==> src/rtl/fp16_class_arbiter.sv <==
// Two-port round-robin front end for a shared FP16 classifier, with a one-entry
// registered response stage and saturating per-class statistic counters.
module fp16_class_arbiter #(
  parameter int CNT_W = 17
) (
  input  logic             clk,
  input  logic             reset,
  input  logic             a_valid,
  input  logic [15:0]      a_data,
  output logic             a_ready,
  input  logic             b_valid,
  input  logic [15:0]      b_data,
  output logic             b_ready,
  output logic             rsp_valid,
  input  logic             rsp_ready,
  output logic             rsp_id,
  output logic [15:0]      rsp_data,
  output logic [5:0]       rsp_class,
  input  logic             cnt_clear,
  input  logic [2:0]       cnt_sel,
  output logic [CNT_W-1:0] cnt_out,
  output logic             class_err
);

  localparam logic             ID_A    = 1'b0;
  localparam logic             ID_B    = 1'b1;
  localparam logic [CNT_W-1:0] CNT_MAX = '1;

  logic             rsp_valid_q, rsp_valid_d;
  logic             rsp_id_q, rsp_id_d;
  logic [15:0]      rsp_data_q, rsp_data_d;
  logic [5:0]       rsp_class_q, rsp_class_d;
  logic             last_q, last_d;
  logic             class_err_q, class_err_d;
  logic [CNT_W-1:0] cnt_q [6];
  logic [CNT_W-1:0] cnt_d [6];

  logic        adv;
  logic        grant_a, grant_b;
  logic        accept;
  logic [15:0] sel_data;
  logic [5:0]  sel_class;
  logic        sel_onehot;

  // On contention the requester that did not win last time is granted.
  assign adv     = !rsp_valid_q || rsp_ready;
  assign grant_a = a_valid && (!b_valid || last_q == ID_B);
  assign grant_b = b_valid && (!a_valid || last_q == ID_A);
  assign a_ready = adv && grant_a;
  assign b_ready = adv && grant_b;
  assign accept  = a_ready || b_ready;

  assign sel_data = grant_b ? b_data : a_data;

  // NOTE: every always_comb output gets a default first so no path can infer a latch.
  always_comb begin
    sel_class = 6'b000000;
    if (sel_data[14:10] == 5'h1f) begin
      if (sel_data[9:0] == 10'd0) sel_class[3] = 1'b1;
      else if (sel_data[9])       sel_class[4] = 1'b1;
      else                        sel_class[5] = 1'b1;
    end else if (sel_data[14:10] == 5'h00) begin
      if (sel_data[9:0] == 10'd0) sel_class[2] = 1'b1;
      else                        sel_class[1] = 1'b1;
    end else begin
      sel_class[0] = 1'b1;
    end
  end

  assign sel_onehot = (sel_class != 6'd0) && ((sel_class & (sel_class - 6'd1)) == 6'd0);

  always_comb begin
    rsp_valid_d = rsp_valid_q;
    rsp_id_d    = rsp_id_q;
    rsp_data_d  = rsp_data_q;
    rsp_class_d = rsp_class_q;
    last_d      = last_q;
    class_err_d = class_err_q;
    if (adv) begin
      rsp_valid_d = accept;
    end
    if (accept) begin
      rsp_id_d    = grant_b ? ID_B : ID_A;
      rsp_data_d  = sel_data;
      rsp_class_d = sel_class;
      last_d      = grant_b ? ID_B : ID_A;
      class_err_d = class_err_q || !sel_onehot;
    end
  end

  // A clear beats a coincident accept; counters stick at all-ones instead of wrapping.
  always_comb begin
    for (int i = 0; i < 6; i++) begin
      cnt_d[i] = cnt_q[i];
      if (cnt_clear) begin
        cnt_d[i] = '0;
      end else if (accept && sel_class[i] && cnt_q[i] != CNT_MAX) begin
        cnt_d[i] = cnt_q[i] + 1'b1;
      end
    end
  end

  // NOTE: sequential state uses non-blocking assignments so every flop samples pre-edge values.
  always_ff @(posedge clk or posedge reset) begin
    if (reset) begin
      rsp_valid_q <= 1'b0;
      rsp_id_q    <= ID_A;
      rsp_data_q  <= 16'd0;
      rsp_class_q <= 6'd0;
      last_q      <= ID_B;
      class_err_q <= 1'b0;
    end else begin
      rsp_valid_q <= rsp_valid_d;
      rsp_id_q    <= rsp_id_d;
      rsp_data_q  <= rsp_data_d;
      rsp_class_q <= rsp_class_d;
      last_q      <= last_d;
      class_err_q <= class_err_d;
    end
  end

  // NOTE: the counter array is reset like any other flop; it is six registers, not a RAM.
  always_ff @(posedge clk or posedge reset) begin
    if (reset) begin
      for (int i = 0; i < 6; i++) cnt_q[i] <= '0;
    end else begin
      for (int i = 0; i < 6; i++) cnt_q[i] <= cnt_d[i];
    end
  end

  always_comb begin
    cnt_out = '0;
    case (cnt_sel)
      3'd0:    cnt_out = cnt_q[0];
      3'd1:    cnt_out = cnt_q[1];
      3'd2:    cnt_out = cnt_q[2];
      3'd3:    cnt_out = cnt_q[3];
      3'd4:    cnt_out = cnt_q[4];
      3'd5:    cnt_out = cnt_q[5];
      default: cnt_out = '0;
    endcase
  end

  assign rsp_valid = rsp_valid_q;
  assign rsp_id    = rsp_id_q;
  assign rsp_data  = rsp_data_q;
  assign rsp_class = rsp_class_q;
  assign class_err = class_err_q;

endmodule

==> config.mk <==
export PLATFORM = sky130hd
export DESIGN_NAME = fp16_class_arbiter
export DESIGN_NICKNAME = d
export VERILOG_FILES = /design/src/rtl/fp16_class_arbiter.sv
export SDC_FILE = /design/constraint.sdc
export NUM_CORES = 1
export LEC_CHECK = 0
export ABC_AREA = 1
export CORE_MARGIN = 2
export CORE_UTILIZATION = 59
export CTS_CLUSTER_SIZE = 30
export DETAILED_ROUTE_END_ITERATION = 7
export PLACE_DENSITY = 0.82
export SLEW_MARGIN = 5
export SYNTH_ARGS = -nofsm -noshare
export SYNTH_HDL_FRONTEND = slang
export SYNTH_SLANG_ARGS = --single-unit
==> constraint.sdc <==
create_clock -name clk -period 4.52 [get_ports clk]
set_input_delay 0.452 -clock clk [delete_from_list [all_inputs] [get_ports clk]]
set_output_delay 0.452 -clock clk [all_outputs]
set_load 0.02 [all_outputs]
==> qor.yml <==
outcome: "completed"
final.setup.tns_ns: 0
post_drt_wl_per_cell_microns: 17.18
synth_warnings: 0
cp_max_fo: 15
route.detailed.drc: 0
synthToLayoutAreaGrowth_pct: 17.44
rrSetupSlack_ns: 1.67
yosys-top-cells-area: "dfrtp_1 (36%), nand2_1 (14%), nand3_1 (8.9%), xor2_1 (6.1%), inv_1 (5.3%)"
irDropWorstVdd_mv: 0.2792
setup.worst_path.start: "cnt_sel[1]"
via_per_inst: 5.897
fmax_mhz: 285.1
start_util_pct: 60.51
nNetsFinal: 1342
r2r_cells: 15
grt_usage_pct: 32.77
slew_headroom_pct: 40.01
clkLatencyLatePin_ns: 0.43
grt_pass1_vias: 8162
fin_skew_ns: 0.008802
seq_area_sq_um: 3204
synth.distinct_cells: 40
antenna_found_initial: 0
drive_above_1_share_pct: 5.453
synth_ff_type: "dfrtp_1"
postRouteAntennaNets: 0
cts_made_buffers: 17
clk_path_buf_depth: 2
setup_violations: 0
rr_endpoint: "cnt_q[74]"
cts_root_buffer: "clkbuf_16"
yosys.area.top_type: "dfrtp_1"
final_cell_mix: "nand2_1 (328), nand3_1 (157), dfrtp_1 (127), inv_1 (124), nor2_1 (114)"
syn_inst: 1233
dp_hpwl_mm: 18.07
ys_seq_elements: 128
hold_path_class: "reg -> reg"
maxCapViolCount: 0
drtIter0Drc: 1145
fp.coreArea_sq_um: 14530
end_kind: "output port"
placed_area_sq_um: 9624
finalMaxSlewViolations: 0
ys_seq_area_share_pct: 36.43
finalCriticalPeriod_ns: 3.507
drt-total-wl_mm: 25.53
die_w_microns: 126.1
first_pass_iters: 6
tightest_slew_ns: 0.8999
power_density_nw_per_um2: 339.1
fill_cells: 1195
globalplace.congestion: 1.045
synth_edf_count: 0
final_cells: 1486
row_count: 44
post-route-util_pct: 71.07
layout_commonest_cell: "nand2_1"
port_buffers: 84
arrival_ns: 3.06
insertedDiodeCount: 0
grt_pass1_wl_mm: 41.75
r2r_start: "cnt_q[68]"
start_kind: "primary input"
grt.overflow.total: 0
cp-endpoint: "cnt_out[6]"
holdBufCountCts: 0
async_flop_share_pct: 100.0
hold_viol: 0
design_area_sq_um: 10330
worstPathRequired_ns: 4.07
worstSetupPathType: "in -> out"
num_vias: 8763
numClockSinks: 128
multiInputGateArea_sq_um: 4772
ios: 85
dp.cells: 1454
rsz0062_at_grt: "false"
grt_start_max_net_pins: 91
syn_nets: 1286
synth_top_area_share_pct: 36.14
path_clk_slew_ns: 0.06
syn_area_per_cell_sq_um: 7.133
die_area_sq_um: 15900
fp.dieH_microns: 126.1
ctsResizeCount: 0
period_share_pct: 77.60
finalHoldWorstSlack_ns: 0.3786
cts_tree: "yes"
postCtsSetupBuffers: 0
p_leak_nw: 4.886
hold_depth: 0
htree_num_levels: 4
synth.cell_area_sq_um: 8795
[final cells by class]
class	count	area share, %
clock buffer	17	4.119
clock inverter	15	2.701
inverter	131	4.809
multi-input combinational	918	46.20
sequential	128	31.02
tap	184	2.229
timing repair buffer	93	8.916
[power breakdown]
group / internal [mW] / leakage, nW / switching [mW]
logic: 0.209 / 2.81 / 0.357
clock network: 1.10 / 0.339 / 0.564
registers: 1.22 / 1.74 / 0.0541
[how the worst min path moves through the flow]
stage,from,slack (ns),to
floorplan,cnt_q[83],0.48,cnt_q[83]
global route,class_err,0.39,class_err
global placement,class_err,0.36,class_err
CTS,class_err,0.38,class_err
detailed placement,class_err,0.37,class_err
finish,class_err,0.38,class_err
[worst max-delay path, cell delays in order]
cell             delay (ns)
clkdlybuf4s50_1        0.52
nor2_1                 0.08
nand2_1                0.46
inv_1                  0.17
nand2_1                0.09
nand2_1                0.10
a221oi_1               0.40
nand3_1                0.18
clkdlybuf4s50_1        0.58
[registers in the layout, summed over array words and instances (netlist names)]
name       count
class_err      1
cnt_q        102
last_q         1
rsp_class      6
rsp_data      16
rsp_id         1
rsp_valid      1
[per-layer routing]
metal  GRT usage (%)  routed length [microns]
met1           43.59                    10630
met5               0                        0
met4           11.38                      671
met3           7.732                     2003
met2           52.78                    12220
[logic make-up after synthesis]
family / count (synthesis) / synth area share, %
xor+xnor: 66 / 6.573
simple gates: 746 / 39.32
flops: 128 / 36.43
compound gates: 94 / 6.658
fa+ha+maj: 12 / 1.707
buf+inv: 187 / 9.304
[synth_stat cells, drive strengths merged, types with 4 or more instances]
cell type / instances
nor3b: 7
nand4: 68
dfrtp: 127
a21oi: 9
nor3: 35
clkbuf: 27
ha: 12
xnor2: 5
nand2: 335
buf: 29
nand3: 164
a22oi: 14
o22ai: 10
o21ai: 38
xor2: 61
nand3b: 11
nor2: 122
a221oi: 10
inv: 128
o211ai: 7
a31oi: 4
[metrics by stage]
| stage | setup slack, ns | power (mW) |
|---|---|---|
| finish | 1.013 | 3.502 |
| floorplan | 0.6570 | 1.626 |
| global route | 0.9477 | 3.618 |
| CTS | 1.130 | 3.506 |
| global placement | 1.204 | 1.846 |
| detailed placement | 1.135 | 1.855 |
Note: power is estimated with default switching activity, not from simulation.
